**config.mk**
```make
export PLATFORM = sky130hd
export DESIGN_NAME = operand_stage
export DESIGN_NICKNAME = d
export VERILOG_FILES = /design/src/rtl/operand_stage.sv
export SDC_FILE = /design/constraint.sdc
export NUM_CORES = 1
export LEC_CHECK = 0
export ABC_AREA = 1
export CAP_MARGIN = 10
export CORE_MARGIN = 8
export CORE_UTILIZATION = 44
export CTS_BUF_LIST = sky130_fd_sc_hd__clkbuf_16
export DETAILED_ROUTE_END_ITERATION = 12
export PLACE_DENSITY = 0.81
export SLEW_MARGIN = 20
export SYNTH_ARGS = -nofsm -noshare
export SYNTH_HDL_FRONTEND = slang
export SYNTH_SLANG_ARGS = --single-unit
```
**constraint.sdc**
```tcl
create_clock -name clk -period 2.3 [get_ports clk]
set_clock_uncertainty 0.2 [all_clocks]
set_input_delay 0.46 -clock clk [delete_from_list [all_inputs] [get_ports clk]]
set_output_delay 0.46 -clock clk [all_outputs]
set_load 0.01 [all_outputs]
```
**src/rtl/operand_stage.sv**
```systemverilog
// ID/EX pipeline register with operand forwarding, load-use hazard stall and branch flush.
// A two-state FSM inserts exactly one bubble per load-use hazard.
module operand_stage #(
  parameter int unsigned DW  = 16,
  parameter int unsigned AW  = 3,
  parameter int unsigned CW  = 8,
  parameter int unsigned SCW = 16
) (
  input  logic           clk,
  input  logic           rst_n,
  input  logic           id_valid,
  input  logic [AW-1:0]  id_rs1,
  input  logic [AW-1:0]  id_rs2,
  input  logic [AW-1:0]  id_rd,
  input  logic           id_regwrite,
  input  logic           id_memread,
  input  logic [CW-1:0]  id_ctrl,
  input  logic [DW-1:0]  id_imm,
  input  logic [DW-1:0]  rf_data1,
  input  logic [DW-1:0]  rf_data2,
  input  logic [DW-1:0]  alu_result,
  input  logic [AW-1:0]  mem_rd,
  input  logic           mem_regwrite,
  input  logic [DW-1:0]  mem_data,
  input  logic [AW-1:0]  wb_rd,
  input  logic           wb_regwrite,
  input  logic [DW-1:0]  wb_data,
  input  logic           flush,
  output logic           stall,
  output logic           ex_valid,
  output logic           ex_regwrite,
  output logic           ex_memread,
  output logic [AW-1:0]  ex_rd,
  output logic [CW-1:0]  ex_ctrl,
  output logic [DW-1:0]  ex_imm,
  output logic [DW-1:0]  ex_op1,
  output logic [DW-1:0]  ex_op2,
  output logic [SCW-1:0] stall_count
);

  typedef enum logic [0:0] {StRun, StBubble} state_e;

  state_e        state_q, state_d;
  logic          hz;
  logic          capture_bubble;
  logic          ex_fwd_ok;
  logic [DW-1:0] op1_fwd, op2_fwd;

  // A load in EX has no result yet, so it never forwards from alu_result.
  assign ex_fwd_ok = ex_valid & ex_regwrite & ~ex_memread;

  function automatic logic [DW-1:0] fwd_sel(
    input logic [AW-1:0] rs,
    input logic [DW-1:0] rf,
    input logic          ex_ok,
    input logic [AW-1:0] ex_dst,
    input logic [DW-1:0] alu,
    input logic          mem_we,
    input logic [AW-1:0] mem_dst,
    input logic [DW-1:0] mem_val,
    input logic          wb_we,
    input logic [AW-1:0] wb_dst,
    input logic [DW-1:0] wb_val
  );
    if (rs == '0)                         return '0;
    else if (ex_ok && ex_dst == rs)       return alu;
    else if (mem_we && mem_dst == rs)     return mem_val;
    else if (wb_we && wb_dst == rs)       return wb_val;
    else                                  return rf;
  endfunction

  always_comb begin
    op1_fwd = fwd_sel(id_rs1, rf_data1, ex_fwd_ok, ex_rd, alu_result, mem_regwrite, mem_rd,
                      mem_data, wb_regwrite, wb_rd, wb_data);
    op2_fwd = fwd_sel(id_rs2, rf_data2, ex_fwd_ok, ex_rd, alu_result, mem_regwrite, mem_rd,
                      mem_data, wb_regwrite, wb_rd, wb_data);
  end

  assign hz    = id_valid & ex_valid & ex_memread & (ex_rd != '0) &
                 ((ex_rd == id_rs1) | (ex_rd == id_rs2));
  assign stall = hz & ~flush;

  always_comb begin
    state_d        = state_q;
    capture_bubble = 1'b0;
    unique case (state_q)
      StRun: begin
        if (flush || hz) begin
          capture_bubble = 1'b1;
          state_d        = (hz && !flush) ? StBubble : StRun;
        end
      end
      StBubble: begin
        state_d = StRun;
        if (flush) capture_bubble = 1'b1;
      end
    endcase
    if (!id_valid) capture_bubble = 1'b1;
  end

  always_ff @(posedge clk or negedge rst_n) begin
    if (!rst_n) begin
      state_q <= StRun;
    end else begin
      state_q <= state_d;
    end
  end

  always_ff @(posedge clk or negedge rst_n) begin
    if (!rst_n) begin
      ex_valid    <= 1'b0;
      ex_regwrite <= 1'b0;
      ex_memread  <= 1'b0;
      ex_rd       <= '0;
      ex_ctrl     <= '0;
      ex_imm      <= '0;
      ex_op1      <= '0;
      ex_op2      <= '0;
    end else if (capture_bubble) begin
      ex_valid    <= 1'b0;
      ex_regwrite <= 1'b0;
      ex_memread  <= 1'b0;
      ex_rd       <= '0;
      ex_ctrl     <= '0;
      ex_imm      <= '0;
      ex_op1      <= '0;
      ex_op2      <= '0;
    end else begin
      ex_valid    <= 1'b1;
      ex_regwrite <= id_regwrite;
      ex_memread  <= id_memread;
      ex_rd       <= id_rd;
      ex_ctrl     <= id_ctrl;
      ex_imm      <= id_imm;
      ex_op1      <= op1_fwd;
      ex_op2      <= op2_fwd;
    end
  end

  always_ff @(posedge clk or negedge rst_n) begin
    if (!rst_n) begin
      stall_count <= '0;
    end else if (stall && (stall_count != {SCW{1'b1}})) begin
      stall_count <= stall_count + SCW'(1);
    end
  end

endmodule

```
Word level (Yosys, flattened, before mapping)
Cells that the tools add are included.

word-level totals
  register bits after elaboration = 79
  input port bits = 127
  output and inout port bits = 79
  logic and storage cells = 65

operators by class
  $add $sub $neg = 1
  equality and inequality tests = 7
  multiplexer cells = 23
  bitwise operators = 11
  reduce and logical (&&, ||, !) cells = 13

operator list
  cell                                                              count
  16-bit 2-to-1 mux                                                 11
  3-bit == test                                                     6
  16-bit by 1-bit adder with 16-bit output (second input constant)  1
  16-bit inequality test (second input constant)                    1
  1-bit logical AND                                                 8
  1-bit 2-to-1 mux                                                  8
  8-bit 2-to-1 mux                                                  1
  1-bit bitwise AND                                                 7
  3-bit zero test                                                   2
  1-bit one-hot mux with 2 select lines                             2
  3-bit 2-to-1 mux                                                  1
  1-bit inverter                                                    3
  3-bit nonzero test                                                1
  1-bit zero test                                                   1
  1-bit logical OR                                                  1
  1-bit bitwise OR                                                  1

Depth between registers and ports, before layout
Gate-level depths: netlist (run 1).

  depth after elaboration = 9
  depth in mapped cells = 11
  mapped depth without buffers = 10

Worst setup path before layout (run 1)
No wires, ideal clock.

  path kind = register to register
  start point = register stall_count[0]
  end point = register stall_count[2]
  arrival = 1.523 ns
  data required time = 1.984 ns
  setup slack = 0.461 ns
  cell stages (with the launch flop) = 11
  path buffers = 1
  cell sequence = dfrtp_1 > ha_1 > nand3_1 > inv_1 > nand2_1 > inv_1 > nand2_1 > nand4_2 > buf_2 > nand2_1 > nand2_1

on the way
  cells in the longest elaborated chain, start to end = 2

ends and longest elaborated chain
  item                                                                              line  text
  start, declared                                                                   38    output logic [SCW-1:0] stall_count
  start signal, assigned                                                            144   stall_count <= stall_count + SCW'(1);
  branches (longest 2 deep; another with 16-bit by 1-bit adder with 16-bit output)  --

Parallel ways; which one is timed is not known.
A chain may end at the register's enable or synchronous reset.

Worst setup path after layout (run 1)
  start point = register ex_rd[2]
  end point = output port stall

on the way
  cells in the longest elaborated chain, start to end = 4

ends and longest elaborated chain
  item                                                          line    text
  start, declared                                               33      output logic [AW-1:0] ex_rd,
  start signal, assigned                                        132     ex_rd <= id_rd;
  3-bit == test / 3-bit nonzero test (equally long branches)    80, 79
  1-bit bitwise OR / 1-bit bitwise AND (equally long branches)  80, 79
  1-bit bitwise AND (*)                                         79      assign hz = id_valid & ex_valid & ex_memread & (ex_rd != '0) &
  1-bit bitwise AND (*)                                         81      assign stall = hz & ~flush;
  end, declared                                                 29      output logic stall,

Mark *: on every way between the ends. The rest lies on a longest branch, timed or not.

==> impl_summary.txt, run 1 <==
----------------------------------------------------
[Run status]
  Result of the run ... finished clean

[Clock network]
  Number of levels in the clock H-tree ... 3
  Maximum root-to-sink buffer count ... 2
  Clk Latency, worst-skew pair ... 0.34 ns
  Clock tree root buffer cell ... clkbuf_16
  Clock transition time at the flip-flop clock pins of the worst setup and hold paths ... approximately 0.06 ns
  Number of CTS-inserted buffers ... 9
  Clock tree from TritonCTS ... done
  # clock sinks ... slightly below 80

[Critical path]
  Biggest fanout along the worst timing path ... 4
  Worst setup SP type ... flop
  Endpoint kind of the worst setup timing path ... output pin
  Dominant delay contributor by cell family on the critical path ... flip-flops
  Critical-path cell with the highest stage delay ... dfrtp_1
  Count of buffer and inverter cells on the critical path ... 3
  Cells along the critical path ... inv_2, nand2_1, nand2_2, nand3_2, nand2_2, nand3_4, inv_2, buf_2
  Arrival time at the worst endpoint ... around 1.5 ns
  Required time of the critical path ... between 1.5 and 2 ns
  Worst path max stage delay ... about 0.43 ns
  Type of the worst setup path ... flop to output pin

[Timing]
  Final count of hold timing violations ... 0
  Max Slew Vio Count ... 0
  Final setup TNS ... 0 ns
  Final setup violation count ... 0
  Setup repair after global routing missed its margin ... no
  Transition time of the tightest slew-check pin ... between 0.4 and 0.5 ns
  Share of the clock period used by the worst path ... between 90 and 100%
  Min Tclk post-route ... roughly 2.2 ns
  Fin Hold WS ... ~0.35 ns
  Peak Freq ... 463 MHz
  Worst slew margin relative to its limit ... between 70% and 80%

[Placement]
  Port-buffer cells ... 205
  Half-perimeter wire length after detailed placement ... between 10,000 and 15,000 um
  Placed Instances ... between 1,000 and 1,500
  Placed instance area ... between 7000 and 8000 sq um
  Global placer's final weighted congestion ... 0.904

[Detailed routing]
  Detailed-routing iteration count for the pre-antenna-repair pass ... 5
  DRC violation count after routing ... 0
  Routed via count ... 5,757
  Detailed Route WL ... about 18,000 um
  Vias per inst ... between 4 and 5
  Per-cell routed wire length ... around 16 um
  Detail Route Antenna Nets ... 0
  Number of DRC markers in iteration 0 ... 509

[Yosys]
  Combined area of all synthesized cells ... around 5100 sq um
  Total of warnings raised by yosys ... 0
  Seq/Total Area, Yosys ... between 30 and 40%
  Number of nets in the synthesized netlist ... approximately 890
  Synthesized netlist cell count ... about 760
  Mapped Avg Cell Area ... roughly 6.7 sq um
  Yosys reg bits ... 79
  Post-synth cell types ... 27

[Power and ir drop]
  Seq pwr share ... about two fifths
  Power per Cell Area ... ~460 nW/um^2
  VDD IR max ... 0.305 mV
  Leakage dissipation ... between 0.004 and 0.005 uW
  Clock share of power ... roughly 36%
  Share of total power in combinational logic ... 25.0%
  Switching power ... around 1100 uW
  Switch share ... between 20% and 30%
  P_int ... 2640 uW

[Layout]
  Number of standard cells in the final layout excluding fillers ... around 1,200
  Number of fill cells in the layout ... between 900 and 1,000
  Antenna diode count ... 0
  Seq. cell area ... roughly 2000 sq um
  Nets@finish ... roughly 1,100
  Share of layout cells above drive strength 1 ... about an eighth
  Area growth syn-to-layout ... 57.1%
  Post-route cell area ... 8050 sq um
  Area occupied by multi-input gates ... 2420 sq um

[Global route]
  Number of antenna violations at the first check in global routing ... 0
  Pin count of the biggest net entering global routing ... 34
  GR Overflow Total ... 0
  Wire length of the first global-routing pass ... roughly 28,000 um
  Aggregate global-route resource usage ... about a quarter
  Number of global-route vias before repair ... around 5,600

[Floorplan]
  Die area ... approximately 15,000 sq um
  Floorplan core area ... about 11,000 sq um
  Y dimension of the die ... 124 um
  Top-level port count ... between 200 and 250
  Row Count ... 39
  Initial cell density of the core ... a little under half
  Horizontal extent of the die ... between 100 and 150 um

[Flow run]
  Max_cap viols ... 0

[Hold path]
  Class of the worst hold path ... flop to flop

----------------------------------------------------
[area by class of cell]
type | count | share of cell area [%]
Sequential cell | 79 | 24.6
Multi-Input combinational cell | 501 | 30.1
Clock inverter | 7 | 0.606
Inverter | 154 | 7.18
Clock buffer | 9 | 2.80
Tap cell | 143 | 2.22
Timing Repair Buffer | 265 | 32.6
[power by group through the flow]
stage	clock network, uW	registers [uW]	logic (uW)
floorplan	0	1510	345
global placement	0	1480	909
detailed placement	0	1480	919
CTS	1370	1460	923
global route	1440	1460	1010
finish	1340	1460	930
[sequential cells by signal (all words and copies together) (netlist names)]
signal,cells
ex_rd,3
ex_op2,16
state_q,1
ex_memread,1
ex_imm,16
ex_regwrite,1
ex_valid,1
ex_ctrl,8
ex_op1,16
stall_count,16
[layer usage]
| layer | global-route usage [%] | vias to the layer above | part of all wire, % |
|---|---|---|---|
| li1 | - | 2816 | - |
| met1 | 27.0 | 2599 | 37 |
| met2 | 39.6 | 311 | 48 |
| met3 | 9.75 | 31 | 12 |
| met4 | 9.96 | 0 | 2.3 |
| met5 | 0 | - | 0 |
[cell usage after synthesis]
cell      count  area [sq um]
a21oi_2       1          8.76
and2_1        2          12.5
buf_1         1          3.75
buf_2        19          95.1
buf_4         2          15.0
buf_6         4          45.0
clkbuf_1      4          15.0
dfrtp_1      79          1980
ha_1          1          12.5
inv_1       139           522
inv_2        15          56.3
nand2_1     233           875
nand2_2       8          50.1
nand3_1     108           541
nand3_2       1          10.0
nand3_4       3          52.6
nand3b_1      1          7.51
nand4_1      35           219
nand4_2       3          37.5
nor2_1       67           251
nor2_2       13          81.3
nor2_4        6          67.6
nor3_1        3          15.0
nor3b_1       1          7.51
xnor2_1       5          43.8
xnor2_2       2          32.5
xor2_1        8          70.1
[logic make-up after synthesis]
logic type / Yosys count / synth area share [%]
flip-flops: 79 / 38.6
AO/OA/AOI/OAI: 1 / 0.171
adder cells (fa/ha/maj): 1 / 0.244
buffers and inverters: 184 / 14.7
XOR/XNOR: 15 / 2.86
AND/OR/NAND/NOR: 484 / 43.5
[cell usage in the layout, fill, tap and decap left out, types with 2 or more instances in the layout]
cell type and count:
buf_4 49, and2_1 2, inv_1 139, dlygate4sd2_1 6, dfrtp_1 79, nor2_1 67, nand3_4 4, xor2_1 8
nand3_2 2, inv_2 16, buf_12 10, xnor2_2 2, nand3_1 106, clkbuf_16 9, clkdlybuf4s50_1 196, clkinvlp_4 3
nand2_1 233, nor3_1 3, nand4_1 35, nor2_2 13, nand4_2 3, nor2_4 6, nand2_2 8, xnor2_1 5
[worst paths after layout]
check / slack (ns) / start / to / cells after the start
max in group asynchronous: 0.88 / rst_n / ex_op1[7] / 3
min in group asynchronous: 0.42 / rst_n / stall_count[9] / 2
setup / recovery: 0.14 / ex_rd[2] / stall / 8
setup reg to reg: 0.35 / ex_rd[0] / ex_ctrl[2] / 9
hold reg to reg: 0.35 / stall_count[1] / stall_count[1] / 2
hold / removal: 0.35 / stall_count[1] / stall_count[1] / 2
[stage by stage]
stage / util, % / worst slack [ns] / power (uW)
finish: 70.8 / 0.141 / 3720
global placement: 67.9 / -0.439 / 2390
global route: 70.8 / 0.0309 / 3910
floorplan: - / 0.461 / 1850
detailed placement: 67.9 / -0.466 / 2400
CTS: 70.6 / 0.0188 / 3760
[repair_timing]
item | CTS | global route
endpoints found under the setup margin | 1 | 1
endpoints found under the hold margin | 31 | 0
gates resized for setup | 12 | 5
buffers inserted | 2 | 2
pin swaps | 2 | 3
hold buffers | 1 | 0
[worst register-to-register path: stages (launching register included)]
cell and delay [ns]:
dfrtp_1 0.40, buf_4 0.15, nor2_1 0.19, a21oi_4 0.10, buf_4 0.15, buf_4 0.14
nand3_4 0.11, nand2_1 0.13, buf_12 0.18, nor2_1 0.13
No activity file was read; power rests on OpenSTA's default activity.
==> inputs of run 2 (changes only) <==
Settings changed: CTS_CLUSTER_DIAMETER from default to 40, HOLD_SLACK_MARGIN from default to 0.03.
==> results of run 2 <==
No change in the layout: final DEF, timing and power equal those of run 1.
